===== src/rtl/dnn_neuron_mac.sv =====
// Streaming multiply-accumulate neuron.
// Accepts (x, w) pairs and accumulates their Q5.10 products. It then adds the
// bias, rounds half-up and saturates to DATA_W. Finally it applies ReLU or hard
// sigmoid and presents the result on a valid/ready port. One vector is in
// flight at a time.
module dnn_neuron_mac #(
  parameter int DATA_W    = 16,
  parameter int FRAC_W    = 10,
  parameter int ACC_W     = 40,
  parameter int MAX_TERMS = 64
) (
  input  logic                     aclk,
  input  logic                     aresetn,
  input  logic                     s_valid,
  output logic                     s_ready,
  input  logic signed [DATA_W-1:0] s_x,
  input  logic signed [DATA_W-1:0] s_w,
  input  logic                     s_last,
  input  logic signed [DATA_W-1:0] bias,
  input  logic                     act_sel,
  output logic                     m_valid,
  input  logic                     m_ready,
  output logic signed [DATA_W-1:0] m_data,
  output logic                     m_ovf,
  output logic                     busy
);

  localparam int CNT_W  = $clog2(MAX_TERMS + 1);
  localparam int PROD_W = 2 * DATA_W;

  localparam logic signed [ACC_W-1:0] SAT_MAX =
    ACC_W'((64'sd1 <<< (DATA_W - 1)) - 64'sd1);
  localparam logic signed [ACC_W-1:0] SAT_MIN =
    ACC_W'(-(64'sd1 <<< (DATA_W - 1)));
  localparam logic signed [ACC_W-1:0] RND_HALF =
    ACC_W'(64'sd1 <<< (FRAC_W - 1));
  localparam logic signed [DATA_W:0] HS_OFF =
    (DATA_W + 1)'(64'sd1 <<< (FRAC_W - 1));
  localparam logic signed [DATA_W:0] HS_ONE =
    (DATA_W + 1)'(64'sd1 <<< FRAC_W);

  typedef enum logic [1:0] {
    ST_ACC,
    ST_DRAIN,
    ST_FIN,
    ST_OUT
  } state_t;

  state_t state, state_nxt;

  logic [CNT_W-1:0]         cnt;
  logic signed [PROD_W-1:0] prod_p1;
  logic                     vld_p1;
  logic signed [ACC_W-1:0]  acc;
  logic signed [DATA_W-1:0] bias_r;
  logic                     act_r;

  logic                     hs;
  logic                     last_hs;
  logic                     out_take;
  logic signed [ACC_W-1:0]  prod_ext;
  logic signed [ACC_W-1:0]  bias_sh;
  logic signed [ACC_W-1:0]  sum_fin;
  logic signed [ACC_W-1:0]  y_wide;
  logic [DATA_W:0]          sat_res;
  logic signed [DATA_W-1:0] act_res;

  // Saturate a wide value to DATA_W; the top bit of the result flags clipping.
  function automatic logic [DATA_W:0] sat_round(input logic signed [ACC_W-1:0] v);
    if (v > SAT_MAX) begin
      return {1'b1, SAT_MAX[DATA_W-1:0]};
    end else if (v < SAT_MIN) begin
      return {1'b1, SAT_MIN[DATA_W-1:0]};
    end else begin
      return {1'b0, v[DATA_W-1:0]};
    end
  endfunction

  // ReLU (sel = 0) or hard sigmoid clamp((y >>> 2) + 0.5, 0, 1.0) (sel = 1).
  function automatic logic signed [DATA_W-1:0] activate(
    input logic signed [DATA_W-1:0] y,
    input logic                     sel
  );
    logic signed [DATA_W:0] hs_v;
    hs_v = ($signed({y[DATA_W-1], y}) >>> 2) + HS_OFF;
    if (!sel) begin
      return y[DATA_W-1] ? '0 : y;
    end else if (hs_v[DATA_W]) begin
      return '0;
    end else if (hs_v > HS_ONE) begin
      return HS_ONE[DATA_W-1:0];
    end else begin
      return hs_v[DATA_W-1:0];
    end
  endfunction

  assign hs       = s_valid & (state == ST_ACC);
  assign last_hs  = hs & (s_last | (cnt == CNT_W'(MAX_TERMS - 1)));
  assign out_take = (state == ST_OUT) & m_ready;

  assign s_ready = (state == ST_ACC);
  assign m_valid = (state == ST_OUT);
  assign busy    = (state != ST_ACC) | (cnt != '0);

  assign prod_ext = {{(ACC_W - PROD_W){prod_p1[PROD_W-1]}}, prod_p1};
  assign bias_sh  = {{(ACC_W - DATA_W){bias_r[DATA_W-1]}}, bias_r} <<< FRAC_W;
  assign sum_fin  = acc + bias_sh + RND_HALF;
  assign y_wide   = sum_fin >>> FRAC_W;
  assign sat_res  = sat_round(y_wide);
  assign act_res  = activate(sat_res[DATA_W-1:0], act_r);

  // State register.
  always_ff @(posedge aclk or negedge aresetn) begin
    if (!aresetn) state <= ST_ACC;
    else          state <= state_nxt;
  end

  // Next-state logic: accumulate, drain the product register, finish, present.
  always_comb begin
    state_nxt = state;
    case (state)
      ST_ACC:   if (last_hs) state_nxt = ST_DRAIN;
      ST_DRAIN: state_nxt = ST_FIN;
      ST_FIN:   state_nxt = ST_OUT;
      ST_OUT:   if (m_ready) state_nxt = ST_ACC;
      default:  state_nxt = ST_ACC;
    endcase
  end

  // Stage p1: register the product of each accepted pair.
  always_ff @(posedge aclk or negedge aresetn) begin
    if (!aresetn) begin
      prod_p1 <= '0;
      vld_p1  <= 1'b0;
    end else begin
      vld_p1 <= hs;
      if (hs) prod_p1 <= s_x * s_w;
    end
  end

  // Stage p2: accumulate; term count and per-vector bias/activation capture.
  always_ff @(posedge aclk or negedge aresetn) begin
    if (!aresetn) begin
      acc    <= '0;
      cnt    <= '0;
      bias_r <= '0;
      act_r  <= 1'b0;
    end else begin
      if (out_take) begin
        acc <= '0;
        cnt <= '0;
      end else begin
        if (vld_p1) acc <= acc + prod_ext;
        if (hs)     cnt <= cnt + 1'b1;
      end
      if (hs && cnt == '0) begin
        bias_r <= bias;
        act_r  <= act_sel;
      end
    end
  end

  // Stage p3: bias, round, saturate, activate; result held until the next FIN.
  always_ff @(posedge aclk or negedge aresetn) begin
    if (!aresetn) begin
      m_data <= '0;
      m_ovf  <= 1'b0;
    end else if (state == ST_FIN) begin
      m_data <= act_res;
      m_ovf  <= sat_res[DATA_W];
    end
  end

endmodule


===== config.mk =====
export PLATFORM = sky130hd
export DESIGN_NAME = dnn_neuron_mac
export DESIGN_NICKNAME = d
export VERILOG_FILES = /design/src/rtl/dnn_neuron_mac.sv
export SDC_FILE = /design/constraint.sdc
export NUM_CORES = 1
export LEC_CHECK = 0
export ABC_AREA = 1
export ABC_CLOCK_PERIOD_IN_PS = 3100
export CAP_MARGIN = 20
export CORE_ASPECT_RATIO = 1.2
export CORE_MARGIN = 4
export CORE_UTILIZATION = 58
export CTS_CLUSTER_DIAMETER = 50
export DETAILED_ROUTE_END_ITERATION = 8
export PLACE_DENSITY = 0.76
export SLEW_MARGIN = 0
export SYNTH_ARGS = -nofsm -noshare
export SYNTH_HDL_FRONTEND = slang
export SYNTH_SLANG_ARGS = --single-unit

===== constraint.sdc =====
create_clock -name aclk -period 3.1 [get_ports aclk]
set_clock_uncertainty 0.15 [all_clocks]
set_input_delay 0.62 -clock aclk [delete_from_list [all_inputs] [get_ports aclk]]
set_output_delay 0.62 -clock aclk [all_outputs]
set_load 0.02 [all_outputs]

==> flow_summary.toml, run 1 <==
[run_status]
status = "finished, violations left"
violations = "negative setup slack"

[floorplanning]
die_area_mm2 = 0.0359
pin_count = 74
rows = 72
start_util_pct = 59.0
die_h_um = 207
fp.coreArea_mm2 = 0.0323
die_w_um = 174

[cts]
clock_latency_ps = 440
cts_tree = "built"
htreeDepth = 4
root_buffer = "clkbuf_16"
cts_buffers = 17
cts.clk_slew.worst_paths_ps = 60
clk_path_buf_depth = 2
numClockSinks = 115

[worst_setup_path]
path_class = "input pin to register"
cp.required_ps = 3270
r2r_slack_ps = -700
worstReg2RegEnd = "m_data[3]"
worst-path-max-fanout = 5
r2r-start = "bias_r[15]"
r2r_cells = 27
cp_data_arrival_time_ps = 6270
cp-end-kind = "register"
start_kind = "input pin"

[timing]
period_needed_ps = 6100
hold_viol_final = 0
setup_viol_count_final = 41
rsz0062_at_grt = "yes"
relSlewSlack_pct = 63.1
period_share_pct = 197
clock.fmax_mhz = 164
finalWorstSetupSlack_ps = -3000
tightest_slew_ps = 554
slew_violations = 0

[hold_path]
holdCritPathClass = "register to register"
whs_path_depth = 2
hp-start = "prod_p1[28]"
whs_endpoint = "prod_p1[28]"

[logic_synthesis]
ys_ff_latch = 115
synth.top_cell.area_share_pct = 27.7
syn-num-nets = 3016
synth_edf_count = 0
synth.area.top_cells = "fa_1, dfrtp_1, nand2_1"
synth_warnings = 0
syn_area_per_cell_um2 = 7.50
synthCells = 2542
yosysTopAreaCell = "fa_1"
ys.flop_type = "dfrtp_1"
synthArstFlopShare_pct = 100
synth_cell_type_count = 51
syn_area_mm2 = 0.0191
seq_area_frac_synth_pct = 15.1

[global_routing]
grt.total_usage_pct = 34.3
antenna_found_initial = 0
grt_pass1_vias = 20500
grt_max_degree = 52
grt_overflow_total = 0
grt_pass1_wl_um = 99300

[drt]
drtPass1Iterations = 6
route.met2.wl_um = 35300
wl_met3_um = 4830
viasPerCell = 5.79
drc_errors = 0
dr.first_iter.drc_count = 1692
routed_wl_um = 70100
wire_per_inst_um = 20.3
antenna_left = 0
dr_total_vias = 20000
highest_layer = "met4"
met1Wirelength_um = 23500

[place]
gp_congestion = 0.920
portBuffers = 72
dp_hpwl_um = 42800

[cells_and_area]
utilization_pct = 83.5
antenna_cells = 0
fin_nets = 3507
drive_gt1_share_pct = 33.3
synthToLayoutAreaGrowth_pct = 41.5

[flow_run]
cap_violations = 0
## placed cells by master, fill, tap and decap left out, types with 66 or more instances in the layout
master     n
nand2_1  549
inv_2     71
inv_1    488
fa_1     236
buf_4    356
o21ai_0   66
a21oi_1   84
ha_1      98
nand2_2   79
dfrtp_1  114
nand3_1   80
nor2_1    99
buf_6     94
## layout make-up
type	count	area (µm²)
Timing Repair Buffer	548	5040
Tap cell	407	509
Clock buffer	19	453
Clock inverter	13	125
Fill cell	1769	5350
Multi-Input combinational cell	1780	15800
Sequential cell	115	2880
Inverter	571	2160
## worst max path at each step
stage,from,end,slack [ps],cells after the start
after detailed placement,s_x[7],prod_p1[31],-3490,20
after floorplan,s_w[6],prod_p1[28],-2730,25
after global placement,s_x[7],prod_p1[29],-3410,23
after global routing,s_w[4],prod_p1[23],-3250,25
final,s_w[4],prod_p1[23],-3000,25
after CTS,s_w[7],prod_p1[26],-2550,24
## synthesized netlist by cell type (3+ instances only)
library cell,instances
a21o_1,3
a21oi_1,132
a22o_1,4
a22oi_1,8
a31oi_1,10
clkbuf_1,73
clkinv_1,4
dfrtp_1,115
fa_1,264
ha_1,156
inv_1,564
mux2_2,17
nand2_1,662
nand2_2,6
nand2_4,4
nand3_1,99
nand3_2,5
nand3b_1,5
nand4_1,21
nor2_1,127
nor2_2,4
nor3_1,15
nor4_1,6
o211ai_1,3
o21a_1,7
o21ai_0,98
o21ai_1,6
o21bai_1,9
o221ai_1,5
o31ai_1,9
or2_2,22
xnor2_1,21
xor2_1,34
## stage by stage
stage / hold WS, ps / setup slack [ps] / TNS, ps / area [µm²] / cells
finish: 342 / -3000 / -73110 / 27000 / 3453
global route: 363 / -3250 / -82440 / 27000 / 3453
CTS: 335 / -2550 / -62560 / 25600 / 3398
detailed placement: 322 / -3490 / -90010 / 23500 / 3282
global placement: 321 / -3410 / -86700 / 23500 / 3282
floorplan: 174 / -2730 / -57390 / 20100 / 2542
## critical path: stages
cell and delay [ps]:
buf_2 100, buf_12 130, nand2_2 80, fa_1 640, inv_1 110, fa_1 530
inv_1 70, fa_1 550, inv_1 70, fa_1 480, inv_1 60, fa_1 560
inv_1 70, fa_1 490, ha_4 310, nand4_1 190, nor3_4 310, buf_6 140
a21oi_4 60, o21ai_2 170, nand2_1 90, o211ai_1 160, nand2_1 120, nand3_2 90
nand2_1 50
## logic make-up after synthesis
kind of cell / count (synthesis) / share of synthesized area, %
flops: 115 / 15.1
compound gates: 303 / 8.86
buf+inv: 647 / 12.8
xor+xnor: 56 / 2.67
simple gates: 983 / 21.6
other cells: 1 / 0.0197
mux: 17 / 1.00
fa+ha+maj: 420 / 37.9
## flip-flops by register name, indices dropped and copies added (netlist names)
register and count:
bias_r 16, acc 40, vld_p1 1, cnt 7, m_ovf 1, m_data 15, act_r 1, state 2
prod_p1 32
## timing repair
action,in CTS,in global routing
hold buffers,1,0
endpoints found under the setup margin,53,63
hold endpoints to repair,9,0
pin swaps,178,209
resized for setup,358,304
gates cloned,8,2
buffers inserted,77,60
## layer usage
metal	up-vias	track usage, %
met5	-	0
met4	0	23.0
met3	517	4.35
met2	1216	63.4
met1	9489	37.0
li1	8769	-
Power of run 1 is left out: the tool's default activity adds up to more than one toggle a clock period on the data nets, which glitch-free logic cannot reach.
==> run 2: changes to the inputs <==
--- a/config.mk
+++ b/config.mk
@@ -8,12 +8,11 @@
 export ABC_AREA = 1
 export ABC_CLOCK_PERIOD_IN_PS = 3100
 export CAP_MARGIN = 20
-export CORE_ASPECT_RATIO = 1.2
 export CORE_MARGIN = 4
-export CORE_UTILIZATION = 58
+export CORE_UTILIZATION = 38
 export CTS_CLUSTER_DIAMETER = 50
 export DETAILED_ROUTE_END_ITERATION = 8
-export PLACE_DENSITY = 0.76
+export PLACE_DENSITY = 0.62
 export SLEW_MARGIN = 0
 export SYNTH_ARGS = -nofsm -noshare
 export SYNTH_HDL_FRONTEND = slang
==> flow_summary.toml, run 2 (synthesis gave the netlist of run 1 again) <==
[timing]
setup_viol_count_final = 42
fin_tns_setup_ps = -61430
clock.fmax_mhz = 179
finalWorstSetupSlack_ps = -2490
relSlewSlack_pct = 49.2
hold_viol_final = 0
period_needed_ps = 5590
tightest_slew_ps = 757
slew_violations = 0
period_share_pct = 180
rsz0062_at_grt = "yes"

[cts]
root_buffer = "clkbuf_16"
cts_tree = "built"
htreeDepth = 4
cts_buffers = 17
clk_path_buf_depth = 2
cts.clk_slew.worst_paths_ps = 60
numClockSinks = 115
clock_latency_ps = 430

[global_routing]
grt_pass1_vias = 19100
grt_pass1_wl_um = 91600
use_met3_pct = 1.93
grt_max_degree = 52
met2_usage_pct = 36.9
grt_overflow_total = 0
grt_use_met1_pct = 26.9
grt.total_usage_pct = 20.6
grt.busiest_layer = "met2"
antenna_found_initial = 0

[place]
portBuffers = 72
gp_congestion = 0.895
dp_hpwl_um = 43600

[hold_path]
holdCritPathClass = "input pin to async pin"

[worst_setup_path]
slowest_stage = "fa_2"
r2r-start = "bias_r[15]"
path_class = "input pin to register"
critical_path_buf_inv_count = 10
crit_start = "s_w[13]"
cp-end-kind = "register"
critPathTopFamily = "adder cells"
r2r_slack_ps = -580
cp.required_ps = 3270
worstReg2RegEnd = "m_data[3]"
cp_data_arrival_time_ps = 5760
r2r_cells = 26
slowest_delay_ps = 530
start_kind = "input pin"
crit_cells = 25
crit_path_end = "prod_p1[25]"
crit_top_cell = "fa_1"
worst-path-max-fanout = 7

[cells_and_area]
fin_nets = 3515
largest_reg_flops = 40
largest-register = "acc"
synthToLayoutAreaGrowth_pct = 43.2
reg.largest.list = "acc (40), prod_p1 (32), bias_r (16)"
antenna_cells = 0
final_common_cell = "nand2_1"
utilization_pct = 55.5
layout_common_cells = "nand2_1, inv_1, buf_4"
drive_gt1_share_pct = 32.8

[floorplanning]
die_h_um = 232
fp.coreArea_mm2 = 0.0493
pin_count = 74
rows = 81
die_area_mm2 = 0.0538
start_util_pct = 38.7
die_w_um = 232

[drt]
drc_errors = 0
viasPerCell = 4.84
antenna_left = 0
dr.first_iter.drc_count = 922
wire_per_inst_um = 14.9
dr_total_vias = 18000
routed_wl_um = 55200
drtPass1Iterations = 5

[flow_run]
cap_violations = 0

[run_status]
status = "finished, violations left"
violations = "negative setup slack"
==> run 2: cell count changes in the layout (fill, tap and decap cells not counted), moves of 6 or more <==
cell / previous run / this run
a21oi_1: 84 / 76
buf_4: 356 / 384
buf_6: 94 / 78
buf_8: 14 / 20
fa_1: 236 / 244
fa_2: 28 / 20
inv_1: 488 / 501
inv_2: 71 / 60
nand2_4: 42 / 36
==> run 2: final cells by class <==
class	instances	area, µm²
Fill cell	4436	21900
Multi-Input combinational cell	1780	15900
Clock inverter	13	174
Sequential cell	115	2880
Tap cell	664	831
Timing Repair Buffer	556	4980
Inverter	571	2160
Clock buffer	19	443
==> run 2: layer usage <==
layer / wire length [µm] / vias up
met2: 28000 / 388
li1: - / 8792
met3: 1940 / 82
met5: 0 / -
met4: 1020 / 0
met1: 24300 / 8740
==> run 2: worst min path at each step <==
stage / startpoint / to / cells past startpoint
CTS: aresetn / state[0] / 1
global route: aresetn / bias_r[3] / 1
finish: aresetn / state[1] / 1
detailed placement: cnt[4] / cnt[5] / 1
floorplan: aresetn / acc[0] / 0
global placement: cnt[4] / cnt[5] / 1
==> run 2: timing repair <==
item | 4_1_cts | 5_1_grt
pin swaps | 165 | 182
setup buffers | 85 | 48
resized for setup | 423 | 232
gates cloned | 4 | 0
setup endpoints to repair | 52 | 63
hold buffers | 0 | 0
==> run 2: metrics by stage <==
stage	area [µm²]	cells	hold WS, ps	worst slack [ps]
after global placement	23900	3558	312	-3500
final	27300	3718	46.3	-2490
after detailed placement	23900	3558	323	-3560
after CTS	26200	3678	64.6	-2570
after global routing	27300	3718	87.5	-2690
after floorplan	20100	2542	174	-2730
Power of run 2 is left out for the same reason.
